$ cat src/rtl/udm_bus_arb2.sv
// Two-master, one-slave round-robin arbiter for the udm request/ack/resp bus.
// Outstanding reads are tracked in order so each response returns to its issuer.
module udm_bus_arb2 #(
    parameter int unsigned ADDR_WIDTH  = 32,
    parameter int unsigned DATA_WIDTH  = 32,
    parameter int unsigned OUTST_DEPTH = 4
) (
    input  logic                            clk_i,
    input  logic                            rst_i,

    input  logic                            m0_req_i,
    input  logic                            m0_we_i,
    input  logic [ADDR_WIDTH-1:0]           m0_addr_bi,
    input  logic [DATA_WIDTH/8-1:0]         m0_be_bi,
    input  logic [DATA_WIDTH-1:0]           m0_wdata_bi,
    output logic                            m0_ack_o,
    output logic                            m0_resp_o,
    output logic [DATA_WIDTH-1:0]           m0_rdata_bo,

    input  logic                            m1_req_i,
    input  logic                            m1_we_i,
    input  logic [ADDR_WIDTH-1:0]           m1_addr_bi,
    input  logic [DATA_WIDTH/8-1:0]         m1_be_bi,
    input  logic [DATA_WIDTH-1:0]           m1_wdata_bi,
    output logic                            m1_ack_o,
    output logic                            m1_resp_o,
    output logic [DATA_WIDTH-1:0]           m1_rdata_bo,

    output logic                            s_req_o,
    output logic                            s_we_o,
    output logic [ADDR_WIDTH-1:0]           s_addr_bo,
    output logic [DATA_WIDTH/8-1:0]         s_be_bo,
    output logic [DATA_WIDTH-1:0]           s_wdata_bo,
    input  logic                            s_ack_i,
    input  logic                            s_resp_i,
    input  logic [DATA_WIDTH-1:0]           s_rdata_bi,

    output logic [$clog2(OUTST_DEPTH):0]    outst_cnt_o,
    output logic                            err_o
);

    localparam int unsigned PtrW = $clog2(OUTST_DEPTH);
    localparam int unsigned CntW = PtrW + 1;

    logic                   prio_q;
    logic [OUTST_DEPTH-1:0] id_q;
    logic [PtrW-1:0]        wr_ptr_q;
    logic [PtrW-1:0]        rd_ptr_q;
    logic [CntW-1:0]        cnt_q;
    logic                   err_q;

    logic full;
    logic empty;
    logic elig0;
    logic elig1;
    logic win_valid;
    logic win_id;
    logic accept;
    logic push;
    logic pop;
    logic head_id;

    // Full uses the registered count, so a same-cycle pop does not unblock reads.
    assign full  = (cnt_q == CntW'(OUTST_DEPTH));
    assign empty = (cnt_q == '0);
    assign elig0 = m0_req_i && (m0_we_i || !full);
    assign elig1 = m1_req_i && (m1_we_i || !full);

    assign win_valid = !rst_i && (elig0 || elig1);
    assign win_id    = (elig0 && elig1) ? prio_q : elig1;
    assign head_id   = id_q[rd_ptr_q];

    assign accept = win_valid && s_ack_i;
    assign push   = accept && !s_we_o;
    assign pop    = !rst_i && s_resp_i && !empty;

    always_comb begin
        s_req_o    = 1'b0;
        s_we_o     = 1'b0;
        s_addr_bo  = '0;
        s_be_bo    = '0;
        s_wdata_bo = '0;
        if (win_valid) begin
            s_req_o = 1'b1;
            if (win_id) begin
                s_we_o     = m1_we_i;
                s_addr_bo  = m1_addr_bi;
                s_be_bo    = m1_be_bi;
                s_wdata_bo = m1_wdata_bi;
            end else begin
                s_we_o     = m0_we_i;
                s_addr_bo  = m0_addr_bi;
                s_be_bo    = m0_be_bi;
                s_wdata_bo = m0_wdata_bi;
            end
        end
    end

    always_comb begin
        m0_ack_o    = accept && !win_id;
        m1_ack_o    = accept && win_id;
        m0_resp_o   = 1'b0;
        m1_resp_o   = 1'b0;
        m0_rdata_bo = '0;
        m1_rdata_bo = '0;
        if (pop) begin
            if (head_id) begin
                m1_resp_o   = 1'b1;
                m1_rdata_bo = s_rdata_bi;
            end else begin
                m0_resp_o   = 1'b1;
                m0_rdata_bo = s_rdata_bi;
            end
        end
    end

    always_ff @(posedge clk_i) begin
        if (rst_i) begin
            prio_q   <= 1'b0;
            id_q     <= '0;
            wr_ptr_q <= '0;
            rd_ptr_q <= '0;
            cnt_q    <= '0;
            err_q    <= 1'b0;
        end else begin
            if (accept) begin
                prio_q <= !win_id;
            end
            if (push) begin
                id_q[wr_ptr_q] <= win_id;
                wr_ptr_q       <= wr_ptr_q + 1'b1;
            end
            if (pop) begin
                rd_ptr_q <= rd_ptr_q + 1'b1;
            end
            cnt_q <= cnt_q + CntW'(push) - CntW'(pop);
            // A response with nothing outstanding is latched until reset.
            if (s_resp_i && empty) begin
                err_q <= 1'b1;
            end
        end
    end

    assign outst_cnt_o = cnt_q;
    assign err_o       = err_q;

endmodule

$ cat config.mk
export PLATFORM = sky130hd
export DESIGN_NAME = udm_bus_arb2
export DESIGN_NICKNAME = d
export VERILOG_FILES = /design/src/rtl/udm_bus_arb2.sv
export SDC_FILE = /design/constraint.sdc
export NUM_CORES = 1
export LEC_CHECK = 0
export CAP_MARGIN = 20
export CORE_AREA = 3 3 123 125
export DETAILED_ROUTE_END_ITERATION = 8
export DIE_AREA = 0 0 126 128
export HOLD_SLACK_MARGIN = 0.12
export PLACE_DENSITY = 0.61
export SYNTH_ARGS = -nofsm -noshare
export SYNTH_HDL_FRONTEND = slang
export SYNTH_SLANG_ARGS = --single-unit
$ cat constraint.sdc
create_clock -name clk_i -period 2.9 [get_ports clk_i]
set_input_delay 0.29 -clock clk_i [delete_from_list [all_inputs] [get_ports clk_i]]
set_output_delay 0.29 -clock clk_i [all_outputs]
set_load 0.005 [all_outputs]
-- After elaboration in Yosys (flattened, before gate mapping)
Index checks and enable logic that the tools add are counted.
- input bits: 176
- logic and storage cells: 58
- register bits: 13
- output and inout port bits: 142
- $add $sub $neg: 4
- reduce and logical (&&, ||, !) cells: 21
- order comparisons: 3
- equal/unequal tests: 1
- multiplexer cells: 23
- operator list (cell ; number):
    2-to-1 mux 32 bit ; 8
    logical AND 1 bit ; 12
    2-to-1 mux 1 bit ; 10
    2-to-1 mux 4 bit ; 2
    less-than comparator 2 x 3 -> 1 bit, second input constant ; 2
    zero test 1 bit ; 5
    adder 2 x 1 -> 2 bit, second input constant ; 2
    bitwise mux 4 bit ; 1
    adder 3 x 1 -> 3 bit ; 1
    equality test 3 bit, second input constant ; 1
    zero test 3 bit ; 1
    logical OR 1 bit ; 3
    subtractor 3 x 1 -> 3 bit ; 1
    binary-select mux 1 bit (select 2 bit) ; 1
    demux 1 bit (select 2 bit) ; 1
    greater-or-equal comparator 2 x 1 -> 1 bit, second input constant ; 1

-- Logic depth before layout (Yosys ltp)
- word-level depth: 12
- gate-level depth with buffers: 14
- mapped depth without buffers: 12

-- Worst setup path after synthesis
OpenSTA, ideal clock, no wires.
- path type: reg2reg
- from: register cnt_q[1] (netlist: outst_cnt_o[1])
- to: register cnt_q[2] (netlist: outst_cnt_o[2])
- library setup time: 0.129 ns
- slack: 0.225 ns
- required time: 2.771 ns
- data arrival time: 2.546 ns
- cell stages (with the launch flop): 15
- period minus slack after synthesis: 2.675 ns
- buffers on the path: 2
- cells stage by stage: dfxtp_1 -> nor4b_2 -> o32a_1 -> buf_6 -> inv_4 -> and2_4 -> buf_6 -> nand2_1 -> ha_1 -> inv_1 -> ha_1 -> fa_1 -> xnor2_1 -> xnor2_1 -> nor2_1
- word-level cells in the longest chain between the ends: 12
- elaborated cells between the ends (all ways): 20
- those cells by class: add/sub (2); eq/ne (1); mux (3); reduce/logical (14)
- ends and longest elaborated chain (item ; RTL line ; RTL):
    start: declaration ; 49 ; logic [CntW-1:0] cnt_q;
    start signal: assignment ; 136 ; cnt_q <= cnt_q + CntW'(push) - CntW'(pop);
    equality test 3 bit ; 64 ; assign full = (cnt_q == CntW'(OUTST_DEPTH));
    zero test 1 bit ; 66, 67 ;
    logical OR 1 bit, on equally long branches ; 66, 67 ;
    logical AND 1 bit, on equally long branches ; 66, 67 ;
    logical AND 1 bit ; 70 ; assign win_id = (elig0 && elig1) ? prio_q : elig1;
    2-to-1 mux 1 bit ; 70 ;
    2-to-1 mux 1 bit ; 85 ; if (win_id) begin
    2-to-1 mux 1 bit ; 83 ; if (win_valid) begin
    zero test 1 bit ; 74 ; assign push = accept && !s_we_o;
    logical AND 1 bit ; 74 ;
    adder 3 x 1 -> 3 bit ; 136 ;
    subtractor 3 x 1 -> 3 bit (*) ; 136 ;
Mark *: on every way between the ends. The rest lies on a longest branch, timed or not.
A chain may end at the register's enable or synchronous reset.

-- Worst setup path after layout
- from: input m1_we_i
- to: output s_addr_bo[9]
- word-level cells in the longest chain between the ends: 6
- elaborated cells between the ends (all ways): 8
- those cells by class: mux (3); reduce/logical (5)
- ends and longest elaborated chain (item ; RTL line ; RTL):
    start: declaration ; 21 ; input logic m1_we_i,
    logical OR 1 bit (*) ; 67 ; assign elig1 = m1_req_i && (m1_we_i || !full);
    logical AND 1 bit (*) ; 67 ;
    logical AND 1 bit ; 70 ;
    2-to-1 mux 1 bit ; 70 ;
    2-to-1 mux 32 bit ; 85 ;
    2-to-1 mux 32 bit (*) ; 83 ;
    end: declaration ; 31 ; output logic [ADDR_WIDTH-1:0] s_addr_bo,
Marks and branches as above.

==> results.txt <==
status: completed
CP Launch Point: m1_we_i
ordered cell list for the critical path: clkdlybuf4s50_1 > nor4b_2 > nor2_1 > o21ai_4 > buf_12 > buf_12 > nand2_1 > a21oi_1 > clkdlybuf4s50_1
Reg-to-Reg Start: outst_cnt_o[0]
pre-CTS WS: -78.28 ps
critical path's slowest cell: clkdlybuf4s50_1
Most used DFF post-synth: dfxtp_1
Die X: 126 µm
wire per inst: 15.20 µm
Final setup violation count: 0
crit path max fanout: 21
Synth Cell Area: 2215 µm²
post-synth net total: 569
CTS Buffer Depth: 2
Area Overhead vs Synth: 164.1%
Tot GR Track Use: 14.92%
RSZ-0062 raised after global routing: no
P_int: 1174 µW
r2r setup slk: 270 ps
max-cap viol count: 0
IO buf count: 317
gpl congestion: 0.9196
synthesized flop and latch total: 13
clk slew on worst S/H paths: 50 ps
CTS Buf Count: 3
io pins: 318
share of layout cells above drive strength 1: 6.429%
fill count: 1,434
top post-synthesis cells by count: 145 x nand2_1, 70 x a21oi_1, 33 x and2_1
Fin. Hold Viols: 0
drt drc: 0
largest net degree at the start of global routing: 69
min-delay worst type: reg -> reg
Tcrit/Tclk final: 97.71%
starting density of the core: 15.83%
Final HPWL DP: 11,030 µm
TritonRoute pass-1 iters: 4
syn_area_per_cell: 5.737 µm²
most frequent cell after synthesis: nand2_1
Cell Pwr Density: 309.2 nW/µm²
sequential share of the synthesized area: 11.75%
Max stage delay on crit path: 570 ps
initial antenna violation count: 0
Synth area leaders: nand2_1 25%, a21oi_1 16%, dfxtp_1 12%
core area: 13,990 µm²
crit-path leading delay family: buffers and inverters
met1 GRT Util: 17.34%
Final min period: 2834 ps
Req. time, crit path: 2610 ps
area leader, netlist: nand2_1
Sw Share: 35.05%
cell row count: 43
hold depth: 2
Final TNS setup: 0 ps
number of diodes: 0
Setup Crit Path Kind: in -> out
Async S/R FF share, synth: 0%
initial DRC count: 148
Synth top area share: 24.58%
vias in the first global route: 3,862
Via Count: 3,788
die area: 16,130 µm²
first-pass GRT wire length: 19,710 µm
fmax: 352.9 MHz
hold buffers post-CTS: 0
Flop pwr share: 13.4%
Worst Path Buf+Inv: 4
Slew @ Worst Pin: 508.9 ps
count of flip-flops with a built-in enable after synthesis: 0
gr ovfl total: 0
final wirelength: 13,380 µm
launch point of the worst hold path: id_q[3]
worst-skew pair later-pin latency: 240 ps
Synth warnings: 0
Final Worst Setup Slack: 66.48 ps
Min Hold Slack: 456.3 ps
CTS Sinks: 13
vias per std cell: 4.305
Final Max Tran Viols: 0
Nets: 884
Clock Skew: 0.7516 ps
CTS tree: yes
antenna-violating nets left: 0
Die H: 128 µm
GRT Max-Usage Layer: met2
CP Depth: 9
H-tree levels: 1
Comb power frac: 71.9%
met2 usage: 27.20%
global-route track usage on met3: 3.750%
crit start category: input port
Clock power frac: 14.7%
Synth cell types: 39
Psw: 633.9 µW
Max IR drop VDD: 0.1852 mV
element type at the critical path end: output pin
Critical Path AT: 2540 ps
Cells after Synth: 386
Leak: 0.002413 µW
Reg2Reg Depth: 11
root buffer cell: clkbuf_16
max_slew headroom: 66.08%
## per-layer routing
metal	part of all wire [%]	up-vias
li1	-	1894
met1	39	1688
met2	51	191
met3	9.0	15
met4	1.5	0
met5	0	-
## kinds of logic (layout without fill, tap and decap cells)
logic type / count (synthesis) / after routing / synth area share, %
AND/OR/NAND/NOR: 234 / 234 / 50.96
AO/OA/AOI/OAI: 80 / 80 / 19.27
buffers and inverters: 43 / 357 / 9.322
flip-flops: 13 / 13 / 11.75
adder cells (fa/ha/maj): 7 / 7 / 4.294
multiplexers: 5 / 5 / 2.825
XOR/XNOR: 4 / 4 / 1.582
## layout make-up
cell class                      count  area [µm²]  area share (%)
Tap cell                          180       225.2           3.851
Sequential cell                    13       260.3           4.450
Inverter                            9       36.28          0.6205
Multi-Input combinational cell    330        1768           30.23
Clock buffer                        4       78.83           1.348
Timing Repair Buffer              344        3480           59.50
## power groups by stage
stage	sequential, µW	clock, µW	combinational, µW
floorplan	242	0	488
global placement	244	0	1250
detailed placement	246	0	1270
CTS	243	273	1300
global route	246	278	1420
finish	242	267	1300
## metrics by stage
step	utilization, %	power [µW]	cell area [µm²]	cells
floorplan	-	729.6	2215	386
global placement	40.57	1498	5675	872
detailed placement	40.57	1512	5675	872
CTS	41.56	1815	5813	879
global route	41.81	1941	5848	880
finish	41.81	1808	5848	880
## state kept, by name, indices dropped and copies added (netlist names)
signal / count
rd_ptr_q: 2
wr_ptr_q: 2
outst_cnt_o: 3
id_q: 4
err_o: 1
prio_q: 1
## worst paths after layout
check	end
min reg2reg	id_q[3]
max	s_addr_bo[9]
max reg2reg	outst_cnt_o[2]
min	id_q[3]
## cells in the final DEF (no fill, tap or decap), types with 2 or more instances in the layout
| master | netlist | layout |
|---|---|---|
| nand3_2 | 4 | 4 |
| xnor2_1 | 3 | 3 |
| nor2_1 | 8 | 8 |
| nor3_1 | 2 | 2 |
| clkdlybuf4s50_1 | 0 | 317 |
| inv_1 | 8 | 8 |
| and2_1 | 33 | 33 |
| a21oi_1 | 70 | 69 |
| nor2b_1 | 2 | 2 |
| buf_12 | 0 | 6 |
| nand2b_1 | 2 | 2 |
| ha_1 | 6 | 6 |
| clkbuf_16 | 0 | 4 |
| nand2_1 | 145 | 145 |
| mux2i_1 | 4 | 4 |
| buf_4 | 2 | 18 |
| and3_1 | 32 | 32 |
| dfxtp_1 | 13 | 13 |
## worst reg2reg max path, cell delays in order (launching register included)
cell	delay [ps]
dfxtp_1	470
nor4b_2	120
o311ai_0	430
a21o_2	170
nand2_1	70
ha_1	270
inv_1	40
ha_1	190
fa_1	370
xnor2_1	200
xnor2_1	150
nor2_1	50
## timing repair
action,CTS,global route
endpoints found under the setup margin,2,48
resized for setup,3,2
pin swaps,1,0
cloned,0,1
buffers inserted,3,0
(Power assumes the default switching activity.)
